<file path="src/rtl/alu_pkg.sv">
// Shared definitions for the ALU arbiter: ALU control codes and arbiter state encoding.
package alu_pkg;

  localparam logic [3:0] ALUC_AND = 4'b0000;
  localparam logic [3:0] ALUC_OR  = 4'b0001;
  localparam logic [3:0] ALUC_ADD = 4'b0010;
  localparam logic [3:0] ALUC_SUB = 4'b0110;

  typedef enum logic [1:0] {
    ST_IDLE = 2'd0,
    ST_EXEC = 2'd1,
    ST_RESP = 2'd2
  } arb_state_e;

  // Codes outside this set fall through to the ALU's XOR default.
  function automatic logic aluc_is_known(input logic [3:0] aluc);
    return (aluc == ALUC_AND) || (aluc == ALUC_OR) ||
           (aluc == ALUC_ADD) || (aluc == ALUC_SUB);
  endfunction

endpackage

</file>
<file path="src/rtl/rr_picker.sv">
// Combinational round-robin picker: first set request at or above ptr, wrapping at NREQ.
module rr_picker #(
  parameter int NREQ = 4,
  parameter int PW   = (NREQ > 1) ? $clog2(NREQ) : 1
) (
  input  logic [NREQ-1:0] req,
  input  logic [PW-1:0]   ptr,
  output logic [NREQ-1:0] gnt,
  output logic [PW-1:0]   gnt_idx
);

  logic found;
  int   j;

  always_comb begin
    gnt     = '0;
    gnt_idx = '0;
    found   = 1'b0;
    j       = 0;
    for (int k = 0; k < NREQ; k++) begin
      j = int'(ptr) + k;
      if (j >= NREQ) j = j - NREQ;
      if (!found && req[j]) begin
        found   = 1'b1;
        gnt[j]  = 1'b1;
        gnt_idx = PW'(j);
      end
    end
  end

endmodule

</file>
<file path="src/rtl/alu_arbiter.sv">
// Round-robin arbiter sharing one external ALU; accept -> execute -> respond per transaction.
module alu_arbiter
  import alu_pkg::*;
#(
  parameter int NREQ = 4,
  parameter int IDW  = 3
) (
  input  logic                 clk,
  input  logic                 clrn,
  input  logic [NREQ-1:0]      req_valid,
  input  logic [32*NREQ-1:0]   req_a,
  input  logic [32*NREQ-1:0]   req_b,
  input  logic [4*NREQ-1:0]    req_aluc,
  output logic [NREQ-1:0]      req_ready,
  output logic [31:0]          alu_a,
  output logic [31:0]          alu_b,
  output logic [3:0]           alu_aluc,
  input  logic [31:0]          alu_r,
  output logic                 rsp_valid,
  input  logic                 rsp_ready,
  output logic [IDW-1:0]       rsp_id,
  output logic [31:0]          rsp_r
);

  localparam int PW = (NREQ > 1) ? $clog2(NREQ) : 1;

  arb_state_e      state_q, state_d;
  logic [PW-1:0]   ptr_q, ptr_d;
  logic [PW-1:0]   gidx_q, gidx_d;
  logic [31:0]     alu_a_q, alu_a_d;
  logic [31:0]     alu_b_q, alu_b_d;
  logic [3:0]      alu_aluc_q, alu_aluc_d;
  logic            rsp_valid_q, rsp_valid_d;
  logic [IDW-1:0]  rsp_id_q, rsp_id_d;
  logic [31:0]     rsp_r_q, rsp_r_d;

  logic [NREQ-1:0] pick_gnt;
  logic [PW-1:0]   pick_idx;
  logic [31:0]     opa [NREQ];
  logic [31:0]     opb [NREQ];
  logic [3:0]      opc [NREQ];

  for (genvar i = 0; i < NREQ; i++) begin : g_unpack
    assign opa[i] = req_a[32*i +: 32];
    assign opb[i] = req_b[32*i +: 32];
    assign opc[i] = req_aluc[4*i +: 4];
  end

  rr_picker #(
    .NREQ (NREQ),
    .PW   (PW)
  ) u_picker (
    .req     (req_valid),
    .ptr     (ptr_q),
    .gnt     (pick_gnt),
    .gnt_idx (pick_idx)
  );

  // Ready is only offered while idle, so at most one transaction is ever in flight.
  assign req_ready = (state_q == ST_IDLE) ? pick_gnt : '0;

  always_comb begin
    state_d     = state_q;
    ptr_d       = ptr_q;
    gidx_d      = gidx_q;
    alu_a_d     = alu_a_q;
    alu_b_d     = alu_b_q;
    alu_aluc_d  = alu_aluc_q;
    rsp_valid_d = rsp_valid_q;
    rsp_id_d    = rsp_id_q;
    rsp_r_d     = rsp_r_q;
    case (state_q)
      ST_IDLE: begin
        if (|pick_gnt) begin
          alu_a_d    = opa[pick_idx];
          alu_b_d    = opb[pick_idx];
          alu_aluc_d = opc[pick_idx];
          gidx_d     = pick_idx;
          state_d    = ST_EXEC;
        end
      end
      ST_EXEC: begin
        rsp_r_d     = alu_r;
        rsp_id_d    = IDW'(gidx_q);
        rsp_valid_d = 1'b1;
        state_d     = ST_RESP;
      end
      ST_RESP: begin
        // Pointer moves past the served requester only once its response is taken.
        if (rsp_ready) begin
          rsp_valid_d = 1'b0;
          ptr_d       = (gidx_q == PW'(NREQ - 1)) ? '0 : gidx_q + PW'(1);
          state_d     = ST_IDLE;
        end
      end
      default: state_d = ST_IDLE;
    endcase
  end

  always_ff @(posedge clk or negedge clrn) begin
    if (!clrn) begin
      state_q     <= ST_IDLE;
      ptr_q       <= '0;
      gidx_q      <= '0;
      alu_a_q     <= '0;
      alu_b_q     <= '0;
      alu_aluc_q  <= 4'b0000;
      rsp_valid_q <= 1'b0;
      rsp_id_q    <= '0;
      rsp_r_q     <= '0;
    end else begin
      state_q     <= state_d;
      ptr_q       <= ptr_d;
      gidx_q      <= gidx_d;
      alu_a_q     <= alu_a_d;
      alu_b_q     <= alu_b_d;
      alu_aluc_q  <= alu_aluc_d;
      rsp_valid_q <= rsp_valid_d;
      rsp_id_q    <= rsp_id_d;
      rsp_r_q     <= rsp_r_d;
    end
  end

  assign alu_a     = alu_a_q;
  assign alu_b     = alu_b_q;
  assign alu_aluc  = alu_aluc_q;
  assign rsp_valid = rsp_valid_q;
  assign rsp_id    = rsp_id_q;
  assign rsp_r     = rsp_r_q;

endmodule

</file>
<file path="config.mk">
export PLATFORM = sky130hd
export DESIGN_NAME = alu_arbiter
export DESIGN_NICKNAME = d
export VERILOG_FILES = /design/src/rtl/alu_pkg.sv /design/src/rtl/rr_picker.sv /design/src/rtl/alu_arbiter.sv
export SDC_FILE = /design/constraint.sdc
export NUM_CORES = 1
export LEC_CHECK = 0
export CAP_MARGIN = 20
export CORE_AREA = 3 3 160 162
export CTS_CLUSTER_DIAMETER = 60
export DETAILED_ROUTE_END_ITERATION = 8
export DIE_AREA = 0 0 163 165
export GPL_TIMING_DRIVEN = 0
export SETUP_SLACK_MARGIN = 0.1
export SLEW_MARGIN = 0
export SYNTH_ARGS = -nofsm -noshare
export SYNTH_HDL_FRONTEND = slang
export SYNTH_SLANG_ARGS = --single-unit
</file>
<file path="constraint.sdc">
create_clock -name clk -period 9.21 [get_ports clk]
set_input_delay 1.3815 -clock clk [delete_from_list [all_inputs] [get_ports clk]]
set_output_delay 1.3815 -clock clk [all_outputs]
set_load 0.02 [all_outputs]
</file>
# After elaboration in Yosys (flattened, before gate mapping)
# Cells that the tools add are included.
# word_totals
ff_bits,109
elab_cells,107
# classes
bitwise_logic,4
muxes,51
addsub,8
reduce_logical,17
order_cmp,13
eq_ne,5
# ops
operator,count
two-way mux 32 bit,8
binary-select mux 32 bit (select 2 bit),2
>= comparator 32 x 1 -> 1 bit (second input constant),4
less-than comparator 32 x 4 -> 1 bit (second input constant),4
>= comparator 32 x 4 -> 1 bit (second input constant),3
subtractor 32 x 4 -> 32 bit (second input constant),3
two-way mux 4 bit,7
two-way mux 1 bit,16
two-way mux 2 bit,7
bitwise OR 4 bit,3
binary-select mux 1 bit (select 2 bit),4
binary-select mux 4 bit (select 2 bit),1
demux 1 bit (select 2 bit),4
AND reduction 2 bit,4
logical AND 1 bit,7
adder 2 x 2 -> 3 bit (second input constant),2
case mux 2 bit (3 select lines),1
equality test 2 bit (second input constant),2
OR reduction 4 bit,1
subtractor 2 x 3 -> 4 bit (second input constant),1
adder 2 x 1 -> 3 bit (second input constant),1
>= comparator 2 x 3 -> 1 bit (second input constant),1
>= comparator 3 bit (second input constant),1
zero test 1 bit,3
other kinds (8),8

# Logic depth before layout (Yosys ltp)
# Gate-level depths: netlist of run 1.
# depth
word_depth,19
mapped_depth,12
depth_no_buf,8

# Modules after synthesis
# Synthesis of run 1 repeated with hierarchy kept, for this count alone.
# hier_totals
cells_unflattened,378
hier_area_um2,6221.0
# by_module_without_submodules
mod,instances,cells_each,area_per_inst_um2,seq_area_each_um2
alu_arbiter,1,329,5764.3,2727.6
rr_picker,1,49,456.7,0.0

# Least setup slack after synthesis of run 1
# OpenSTA, ideal clock, no wires.
# synth_path
path_type,in2out
start,input port req_valid[0]
end,output port req_ready[2]
arrival_ns,3.090
slack_ns,4.739
cell_stages,7
path_buffers,1
path_cell_list,clkbuf_2 > nor2b_1 > a21oi_1 > o31ai_1 > a221o_1 > a21oi_1 > nor3_1
# synth_between
elab_chain_cells,14
word_cells_on_any_way,29
classes_between,mux (20); bitwise (3); reduce/logical (6)
# synth_rtl
item,line,rtl
"start, declared",alu_arbiter.sv:10,"input logic [NREQ-1:0] req_valid,"
binary-select mux 1 bit (select 2 bit),rr_picker.sv:23,if (!found && req[j]) begin
two-way mux 1 bit (implied by the code) (2 in series),rr_picker.sv:23,
two-way mux 1 bit,rr_picker.sv:23,
zero test 1 bit,rr_picker.sv:23,
logical AND 1 bit,rr_picker.sv:23,
two-way mux 1 bit,rr_picker.sv:23,
zero test 1 bit,rr_picker.sv:23,
logical AND 1 bit,rr_picker.sv:23,
two-way mux 1 bit,rr_picker.sv:23,
zero test 1 bit,rr_picker.sv:23,
logical AND 1 bit,rr_picker.sv:23,
two-way mux 4 bit *,rr_picker.sv:23,
two-way mux 4 bit *,alu_arbiter.sv:60,assign req_ready = (state_q == ST_IDLE) ? pick_gnt : '0;
"end, declared",alu_arbiter.sv:14,"output logic [NREQ-1:0] req_ready,"
# Every way passes the cells marked *; elsewhere a longest branch is shown, timed or not. The select of a mux whose other input is x is not followed.

# Final worst setup path of run 1
# layout_path
start,register ptr_q[0]
end,output port req_ready[0]
# layout_between
elab_chain_cells,16
word_cells_on_any_way,64
classes_between,add/sub (7); order compare (12); mux (32); bitwise (3); reduce/logical (10)
# layout_rtl
item,line,rtl
"start, declared",alu_arbiter.sv:28,"logic [PW-1:0] ptr_q, ptr_d;"
"start signal, assigned",alu_arbiter.sv:113,ptr_q <= ptr_d;
branches (longest 14 deep; another with subtractor 32 x 4 -> 32 bit),-,
two-way mux 4 bit *,rr_picker.sv:23,
two-way mux 4 bit *,alu_arbiter.sv:60,
# Every way passes the cells marked *. The select of a mux whose other input is x is not followed.

==> results of run 1 <==
[cell type report]
cell class | count | area [um2]
fillers | 2268 | 13200
repair buffers | 415 | 4170
multi-input cells | 245 | 3270
flip-flops and latches | 109 | 2730
well taps | 324 | 405
clock buffers | 10 | 239
plain buffers | 34 | 193
clock inverters | 5 | 43.8
inverters | 10 | 37.5
diodes | 1 | 2.50
[flip-flops by register name, summed over array words and instances (netlist names)]
register / flops
rsp_valid: 1
rsp_r: 32
gidx_q: 2
state_q: 2
alu_a: 32
rsp_id: 2
alu_b: 32
alu_aluc: 4
ptr_q: 2
[path summary, 6_finish.rpt]
path | startpoint | to | cells after the start
worst min register to register | alu_a[3]$_DFFE_PN0P_ | alu_a[3]$_DFFE_PN0P_ | 1
worst max-delay path | ptr_q[0]$_DFFE_PN0P_ | req_ready[0] | 11
worst max register to register | ptr_q[0]$_DFFE_PN0P_ | alu_b[30]$_DFFE_PN0P_ | 12
worst min-delay path | alu_a[3]$_DFFE_PN0P_ | alu_a[3]$_DFFE_PN0P_ | 1
max in group asynchronous | clrn | alu_b[15]$_DFFE_PN0P_ | 2
min in group asynchronous | clrn | rsp_r[9]$_DFFE_PN0P_ | 1
[layout by cell type, fill, tap and decap left out, types with 2 or more instances in the layout]
| cell type | n |
|---|---|
| sky130_fd_sc_hd__nor3_1 | 4 |
| sky130_fd_sc_hd__o21ai_0 | 5 |
| sky130_fd_sc_hd__nand2_1 | 7 |
| sky130_fd_sc_hd__clkbuf_16 | 9 |
| sky130_fd_sc_hd__nor2b_1 | 3 |
| sky130_fd_sc_hd__buf_2 | 6 |
| sky130_fd_sc_hd__nor2_1 | 4 |
| sky130_fd_sc_hd__clkdlybuf4s50_1 | 413 |
| sky130_fd_sc_hd__dfrtp_1 | 109 |
| sky130_fd_sc_hd__or2_2 | 2 |
| sky130_fd_sc_hd__clkbuf_1 | 18 |
| sky130_fd_sc_hd__mux2i_1 | 3 |
| sky130_fd_sc_hd__a221oi_1 | 2 |
| sky130_fd_sc_hd__mux2_1 | 60 |
| sky130_fd_sc_hd__nor3b_1 | 2 |
| sky130_fd_sc_hd__ha_1 | 7 |
| sky130_fd_sc_hd__a211oi_1 | 4 |
| sky130_fd_sc_hd__o31ai_1 | 3 |
| sky130_fd_sc_hd__a21oi_1 | 9 |
| sky130_fd_sc_hd__mux2_2 | 45 |
| sky130_fd_sc_hd__mux4_2 | 70 |
| sky130_fd_sc_hd__inv_1 | 10 |
| sky130_fd_sc_hd__a221o_1 | 4 |
| sky130_fd_sc_hd__clkinvlp_4 | 2 |
| sky130_fd_sc_hd__buf_6 | 8 |
[per-stage QoR]
step	power, W	hold slack [ns]	cell area, um2	std cells	util [%]
floorplan	0.00255	0.474	6230	398	-
global placement	0.00359	0.473	10800	1136	44.4
detailed placement	0.00361	0.480	10800	1137	44.6
CTS	0.00402	0.497	11100	1152	45.7
global route	0.00420	0.505	11100	1153	45.7
finish	0.00393	0.491	11100	1153	45.7
[worst max-delay path: cells and delay by family (launching register included)]
family          cells  cell delay (ns)
buf+inv             4             1.26
flops               1             0.58
fa+ha+maj           1             0.31
simple gates        2             0.39
compound gates      4             1.26
[cell families after synthesis]
group / share of synthesized area, %
simple gates: 2.39
buf+inv: 3.70
fa+ha+maj: 1.41
other cells: 0.0602
compound gates: 3.88
mux: 44.8
flops: 43.8
[power by group through the flow]
stage | combinational [W] | sequential [W] | clock, W
2_1_floorplan | 0.00138 | 0.00117 | 0
3_3_place_gp | 0.00271 | 0.000881 | 0
3_5_place_dp | 0.00272 | 0.000890 | 0
4_1_cts | 0.00273 | 0.000883 | 0.000402
5_1_grt | 0.00287 | 0.000914 | 0.000418
6_report | 0.00267 | 0.000881 | 0.000382
[per-layer routing]
metal  part of all wire [%]  routed length (um)  up-vias
li1                       -                   -     2418
met4                    1.1                 272        8
met5                   0.19                  48        -
met1                     37                9530     2671
met3                    9.5                2420       26
met2                     52               13200      267
==> summary.md, run 1 <==
| Metric | Value |
|---|---|
| Number of synthesized flops with an enable pin | `0` |
| Average wire per standard cell | `22.1 um` |
| Worst slack at placement | `3.75 ns` |
| Critical Path Sink Type | `output pin` |
| Grt met1 use | `21.0%` |
| Critical Path AT | `4.15 ns` |
| Placeable core region | `24200 um2` |
| Cell area power density | `354 nW/um2` |
| Yosys cell types | `36` |
| TritonCTS clock tree | `done` |
| Critical path's slowest cell | `sky130_fd_sc_hd__o31ai_1` |
| Vias | `5390` |
| Net count reported at finish | `1142` |
| Total die area | `26900 um2` |
| Register share of total power | `22.4%` |
| Initial DRT Pass Iterations | `4` |
| GRT Total Usage | `18.3%` |
| Clock insertion delay at the later pin of the skew report | `0.35 ns` |
| Wire length of the first global-routing pass | `36300 um` |
| Post-CTS Setup Repair Bufs | `0` |
| Final setup vio count | `0` |
| Max-capacitance violation count | `0` |
| Combinational power share | `67.9%` |
| Library cell occupying the most area in the post-synthesis netlist | `sky130_fd_sc_hd__dfrtp_1` |
| Worst min-delay path category | `register to register` |
| Final hold violation count | `0` |
| First DRT Iteration DRCs | `194` |
| Count of hold-fix buffers inserted at cts | `0` |
| Post-synthesis instance area | `6230 um2` |
| Layout cell share with drive strength beyond 1 | `18.1%` |
| Routing usage on met2 | `33.0%` |
| Cell chain of the critical path | `buf_2 -> inv_1 -> ha_1 -> buf_2 -> nor3b_1 -> a21oi_1 -> o31ai_1 -> a221o_1 -> a21oi_1 -> nor3_1 -> clkdlybuf4s50_1` |
| Clock share of power | `9.7%` |
| Die Span Y | `165 um` |
| Final clock period utilization by the worst path | `60.0%` |
| Worst voltage drop across the vdd grid | `0.186 mV` |
| Initial Utilization | `25.7%` |
| Total global routing overflow | `0` |
| Tightest slew margin relative to the limit | `30.1%` |
| Peak-usage layer in the global routing report | `met2` |
| Signed area change from the synthesized netlist to the final layout | `78.1%` |
| Total negative slack | `0 ns` |
| Minimum setup slack in the final design | `3.68 ns` |
| Crit Path Category | `register to output pin` |
| Syn. warnings | `0` |
| Required @ worst endpoint | `7.83 ns` |
| Share of synthesized area occupied by flip-flops and latches | `43.8%` |
| H-tree lvl count | `3` |
| Root cell of the clock tree | `sky130_fd_sc_hd__clkbuf_16` |
| Synth area leaders | `sky130_fd_sc_hd__dfrtp_1 44%, sky130_fd_sc_hd__mux4_2 25%, sky130_fd_sc_hd__mux2_1 11%` |
| Maximum achievable frequency | `181 MHz` |
| Switching share of power | `40.0%` |
| Final weighted congestion in routability-driven placement | `0.818` |
| Top-Level Pins | `419` |
| Number of buffers added on ports | `414` |
| Maximum root-to-sink buffer count | `2` |
| Gate count after technology mapping | `398` |
| Die span in x | `163 um` |
| Number of global-route vias before repair | `5699` |
| Cell with the most instances after synthesis | `sky130_fd_sc_hd__dfrtp_1` |
| Crit path launch type | `register` |
| Pin count of the biggest net entering global routing | `65` |
| Std-Cell Rows | `57` |
| Worst clock skew | `0.0112 ns` |
| M3 GR Usage | `6.55%` |
| Initial antenna violation count | `5` |
| Worst Max-Slew Pin Slew | `1.05 ns` |
| TritonCTS Sinks | `109` |
| TritonCTS Buffers | `9` |
| Post-synth top flop | `sky130_fd_sc_hd__dfrtp_1` |
| Drc violations | `0` |
| Leakage power figure | `4.26 nW` |
| Internal power consumption | `0.00236 W` |
| Final wirelength | `25500 um` |
| Top-area cell type share of the netlist area | `43.8%` |
| Highest net fanout along the worst path | `10` |
| Number of nets produced by synthesis | `716` |
| Post-detailed-placement half-perimeter wirelength | `21100 um` |
| Setup repair after global routing missed its margin | `false` |
| Worst-case register-to-register setup slack | `4.34 ns` |
| Min Clock Period, post-route | `5.53 ns` |
| Async set-or-reset flop fraction in the synthesized netlist | `100%` |
| Mapped Avg Cell Area | `15.6 um2` |
| Synth Register Bits | `109` |
| Synth top cells by count | `109 x sky130_fd_sc_hd__dfrtp_1, 70 x sky130_fd_sc_hd__mux4_2, 60 x sky130_fd_sc_hd__mux2_1` |
| Critical Path Max Stage Delay | `0.74 ns` |
| Outcome | `finished, final reports clean` |
| Switch Pwr | `0.00157 W` |
| Clock edge transition at the registers on the reported setup and hold paths | `0.08 ns` |
| Count of instances resized after the clock tree is built | `0` |
| Max Slew Vio Count | `0` |
| Drt via density | `4.67` |
| Post-route ant nets | `0` |
(Power assumes the default switching activity.)
==> run 2: changes to the inputs <==
--- a/config.mk
+++ b/config.mk
@@ -6,10 +6,10 @@
 export NUM_CORES = 1
 export LEC_CHECK = 0
 export CAP_MARGIN = 20
-export CORE_AREA = 3 3 160 162
+export CORE_AREA = 3 3 164 166
 export CTS_CLUSTER_DIAMETER = 60
 export DETAILED_ROUTE_END_ITERATION = 8
-export DIE_AREA = 0 0 163 165
+export DIE_AREA = 0 0 167 169
 export GPL_TIMING_DRIVEN = 0
 export SETUP_SLACK_MARGIN = 0.1
 export SLEW_MARGIN = 0
==> constraint.sdc (replaced) <==
create_clock -name clk -period 4.5 [get_ports clk]
set_input_delay 0.675 -clock clk [delete_from_list [all_inputs] [get_ports clk]]
set_output_delay 0.675 -clock clk [all_outputs]
set_load 0.02 [all_outputs]
==> summary.md, run 2 (synthesis gave the netlist of run 1 again) <==
| Metric | Value |
|---|---|
| Outcome | `finished, final reports clean` |
| TritonCTS Sinks | `109 (unchanged)` |
| Vias | `5403 (+0.24%)` |
| Total die area | `28200 um2 (+4.9%)` |
| Required @ worst endpoint | `4.74 ns (-3.09 ns)` |
| Root cell of the clock tree | `sky130_fd_sc_hd__clkbuf_16` |
| Layout cell share with drive strength beyond 1 | `19.8% (+1.7 points)` |
| Crit Path Category | `register to register` |
| Average wire per standard cell | `22.0 um (-0.59%)` |
| Std-Cell Rows | `59 (+3.5%)` |
| Drt via density | `4.63 (-0.96%)` |
| Reg-to-Reg Start | `ptr_q[0]$_DFFE_PN0P_` |
| Count of hold-fix buffers inserted at cts | `0 (unchanged)` |
| Internal power consumption | `0.00489 W (+110%)` |
| Final hold violation count | `0 (unchanged)` |
| Worst clock skew | `0.00838 ns (-0.00285 ns)` |
| Final wirelength | `25700 um (+0.62%)` |
| Crit path launch type | `register` |
| Final setup vio count | `0 (unchanged)` |
| Post-detailed-placement half-perimeter wirelength | `20900 um (-1.1%)` |
| Placeable core region | `25800 um2 (+6.2%)` |
| Maximum achievable frequency | `242 MHz` |
| Worst min-delay path category | `input pin to asynchronous set/reset pin` |
| Initial antenna violation count | `0 (-5)` |
| Cell depth of the worst flop-to-flop path | `13 (+1)` |
| Cell family with the largest share of critical-path delay | `buffers and inverters` |
| Capture instance of the worst register-to-register path | `alu_b[29]$_DFFE_PN0P_` |
| Worst path most repeated cell | `sky130_fd_sc_hd__buf_2` |
| Final clock period utilization by the worst path | `91.9%` |
| Register Area | `2730 um2 (about the same)` |
| Area taken by multi-input logic gates | `3300 um2 (+0.92%)` |
| Worst-case register-to-register setup slack | `0.37 ns (-3.97 ns)` |
| Maximum root-to-sink buffer count | `2 (unchanged)` |
| Critical path's slowest cell | `sky130_fd_sc_hd__mux4_2` |
| Worst Max-Slew Pin Slew | `0.834 ns (-0.212 ns)` |
| Cells after DPL | `1148 (+0.97%)` |
| Max-capacitance violation count | `0 (unchanged)` |
| Die span in x | `167 um (+2.5%)` |
| Pin count of the biggest net entering global routing | `58 (-11%)` |
| Post-route ant nets | `0 (unchanged)` |
| Critical Path Max Stage Delay | `0.58 ns (-0.16 ns)` |
| Clock share of power | `9.7% (about the same)` |
| Initial DRT Pass Iterations | `4 (unchanged)` |
| Final weighted congestion in routability-driven placement | `0.759 (-7.2%)` |
| Worst voltage drop across the vdd grid | `0.280 mV (+50%)` |
| Most common cell after layout, fill and taps aside | `sky130_fd_sc_hd__clkdlybuf4s50_1` |
| Cell area power density | `729 nW/um2 (+110%)` |
| Setup repair after global routing missed its margin | `true` |
| Number of buffers added on ports | `414 (unchanged)` |
| Critical Path Sink Type | `register` |
| Register share of total power | `22.2% (-0.2 points)` |
| Switching share of power | `40.1% (+0.12 points)` |
| Critical Path AT | `4.38 ns (+0.23 ns)` |
| Cell chain of the critical path | `buf_2 -> inv_1 -> ha_1 -> buf_2 -> nor4bb_1 -> o21ai_1 -> o311ai_0 -> a21oi_2 -> buf_12 -> buf_2 -> buf_4 -> mux4_2 -> mux2_2` |
| TritonCTS clock tree | `done` |
| Drc violations | `0 (unchanged)` |
| Max Slew Vio Count | `0 (unchanged)` |
| Top-Level Pins | `419 (unchanged)` |
| Count of buffering cells on the critical path with inverters included | `6 (+2)` |
| Number of global-route vias before repair | `5839 (+2.5%)` |
| Signed area change from the synthesized netlist to the final layout | `79.9%` |
| Clock insertion delay at the later pin of the skew report | `0.35 ns (about the same)` |
| H-tree lvl count | `3 (unchanged)` |
| Wire length of the first global-routing pass | `37700 um (+4.0%)` |
| GRT Total Usage | `17.7% (-0.60 points)` |
| TritonCTS Buffers | `9 (unchanged)` |
| Number of cells in the finished layout apart from fillers | `1167 (+1.2%)` |
| Die Span Y | `169 um (+2.4%)` |
| Most used cells in the layout excluding fill and tap cells | `409 x sky130_fd_sc_hd__clkdlybuf4s50_1, 108 x sky130_fd_sc_hd__dfrtp_1, 70 x sky130_fd_sc_hd__mux4_2, 60 x sky130_fd_sc_hd__mux2_1, 45 x sky130_fd_sc_hd__mux2_2` |
| Antenna diode count | `0 (-1)` |
| Highest net fanout along the worst path | `10 (unchanged)` |
| Total global routing overflow | `0 (unchanged)` |
| Net count reported at finish | `1145 (+0.26%)` |
| Leakage power figure | `4.38 nW (+2.8%)` |
| Min Clock Period, post-route | `4.13 ns` |
| Fillers | `2425 (+6.9%)` |
| Combinational power share | `68.0% (about the same)` |
| Clock edge transition at the registers on the reported setup and hold paths | `0.08 ns (about the same)` |
| First DRT Iteration DRCs | `219 (+13%)` |
| Switch Pwr | `0.00328 W (+110%)` |
| Initial Utilization | `24.2% (-1.5 points)` |
| Tightest slew margin relative to the limit | `44.4% (+14 points)` |
| Final Core Density | `43.5% (-2.3 points)` |
==> run 2: cell type report <==
cell class / instances / area share, %
Buffer: 34 / 1.82
Multi-Input combinational cell: 245 / 29.5
Timing Repair Buffer: 418 / 37.8
Inverter: 10 / 0.335
Sequential cell: 109 / 24.4
Tap cell: 335 / 3.74
Clock inverter: 7 / 0.503
Clock buffer: 9 / 2.01
==> run 2: how the worst max path moves through the flow <==
| stage | from | endpoint | slack [ns] | cells after the start |
|---|---|---|---|---|
| final | ptr_q[0]$_DFFE_PN0P_ | alu_b[29]$_DFFE_PN0P_ | 0.37 | 13 |
| after CTS | ptr_q[0]$_DFFE_PN0P_ | alu_a[25]$_DFFE_PN0P_ | 0.08 | 11 |
| after floorplan | ptr_q[0]$_DFFE_PN0P_ | alu_a[2]$_DFFE_PN0P_ | 0.92 | 12 |
| after detailed placement | ptr_q[0]$_DFFE_PN0P_ | alu_b[29]$_DFFE_PN0P_ | -0.41 | 12 |
| after global placement | clrn | rsp_r[16]$_DFFE_PN0P_ | -2.05 | 1 |
| after global routing | ptr_q[0]$_DFFE_PN0P_ | alu_b[29]$_DFFE_PN0P_ | 0.08 | 13 |
==> run 2: what timing repair did <==
item                       in CTS  in global routing
gates resized for setup        11                 12
cloned                          0                  0
pin swaps                       1                  2
setup buffers                   1                  2
setup endpoints to repair      71                 73
==> run 2: through the flow <==
step	TNS (ns)	instance area [um2]	setup WS (ns)	power, W	hold slack, ns
floorplan	0	6230	0.924	0.00521	0.379
global placement	-231.99	10800	-2.05	0.00738	0.472
detailed placement	-11.57	10800	-0.413	0.00742	0.480
CTS	0	11200	0.0843	0.00831	0.280
global route	0	11200	0.0808	0.00872	0.281
finish	0	11200	0.367	0.00817	0.260
==> run 2: metal layers <==
layer | up-vias | part of all wire [%] | GRT usage (%)
met3 | 11 | 8.4 | 6.19
met2 | 249 | 52 | 31.7
li1 | 2420 | - | -
met5 | - | 0 | 0
met4 | 0 | 0.61 | 2.40
met1 | 2723 | 39 | 21.0
==> run 2: power by group through the flow <==
stage / combinational [W] / sequential, W / clock [W]
2_1_floorplan: 0.00283 / 0.00239 / 0
6_report: 0.00556 / 0.00182 / 0.000794
3_3_place_gp: 0.00556 / 0.00182 / 0
5_1_grt: 0.00597 / 0.00189 / 0.000862
3_5_place_dp: 0.00558 / 0.00184 / 0
4_1_cts: 0.00565 / 0.00182 / 0.000838
==> RTL edit 1, RTL diff (flow settings as in run 2) <==
`IDW`: 3 -> 5.
--- a/src/rtl/alu_arbiter.sv
+++ b/src/rtl/alu_arbiter.sv
@@ -3,7 +3,7 @@
   import alu_pkg::*;
 #(
   parameter int NREQ = 4,
-  parameter int IDW  = 3
+  parameter int IDW  = 5
 ) (
   input  logic                 clk,
   input  logic                 clrn,
Interface: changed (resized rsp_id); port bits go from 419 to 421. No check against the original RTL was run, so the function may have changed too.
==> RTL edit 1 against run 2 <==
Critical path depth decreased by 2; area after synthesis rose by 0.24%; setup slack got worse by 0.096 ns; sequential cell count did not move; total power barely moved; wire length fell by 1.0%; highest routed layer unchanged; final area grew 0.18%; synthesized cell count grew 0.50%; clock skew shrank 0.00064 ns; register-to-register slack lost 0.03 ns; final cell count up 0.34%.
==> RTL edit 1: results (changes against run 2) <==
global_routing:
  grt_pass1_wl_um: 37300  # -1.2%
  use_met1_pct: 20.6  # -0.41 points
  track_usage_pct: 17.4  # -0.23 points
  grt_max_degree: 56  # -3.4%
  grtUsageMet2_pct: 31.3  # -0.39 points
  met3_usage_pct: 6.05  # -0.14 points
power:
  power.static_leakage_nw: 4.35  # -0.50%
  peakVddDrop_mv: 0.292  # +4.4%
cells_and_area:
  nNetsFinal: 1148  # +0.26%
  drive_gt1_share_pct: 19.5  # -0.31 points
setup_path:
  crit_arrival_ns: 3.55  # -0.83 ns
  endpoint: "req_ready[0]"
  crit_slowest_cell: "clkdlybuf4s50_1"
  r2r-end: "alu_a[3]"
  max_stage_delay_ns: 0.55  # -0.03 ns
  r2r_slack_ns: 0.34  # -0.03 ns
  ff2ff_path_depth: 12  # -1
clock_network:
  cts_resized: 9  # -2
status:
  status: "finished clean"
logic_synthesis:
  syn_avg_cell_area_sq_um: 15.6  # -0.26%
  yosysSeqAreaShare_pct: 43.7  # -0.11 points
  synth_area_leaders: "dfrtp_1 44%, mux4_2 25%, mux2_1 11%"
timing:
  whs_ns: 0.278  # +0.0181 ns
  fin_crit_ns: 4.23  # +0.0964 ns
  tightest_slew_ns: 0.943  # +0.110 ns
route:
  drt_iter0_markers: 129  # -41%
  wl_met2_um: 13300  # -0.67%
  wirelength_um: 25400  # -1.0%
RTL edit 1: power groups by stage:
stage	Combinational, mW	Sequential [mW]	Clock [mW]
after detailed placement	5.63	1.84	0
after floorplan	2.83	2.39	0
final	5.57	1.82	0.780
after global placement	5.57	1.82	0
after CTS	5.69	1.82	0.825
after global routing	5.98	1.89	0.861
RTL edit 1: area by class of cell:
type,instances,area [sq um]
timing repair buffer,417,4210
antenna,1,2.50
buffer,36,229
multi-input combinational,247,3310
clock buffer,11,243
clock inverter,5,45.0
tap,335,419
inverter,10,37.5
sequential,109,2730
fill,2383,14500
RTL edit 1: logic make-up (layout without fill, tap and decap cells):
kind of cell             Yosys count  in the layout  share of synthesized area (%)
AND/OR/NAND/NOR                   27             27                           2.38
AO/OA/AOI/OAI                     32             32                           3.87
other                              1              4                         0.0601
buffers and inverters             46            479                           3.93
adder cells (fa/ha/maj)            7              7                           1.40
flip-flops                       109            109                           43.7
multiplexers                     178            178                           44.7
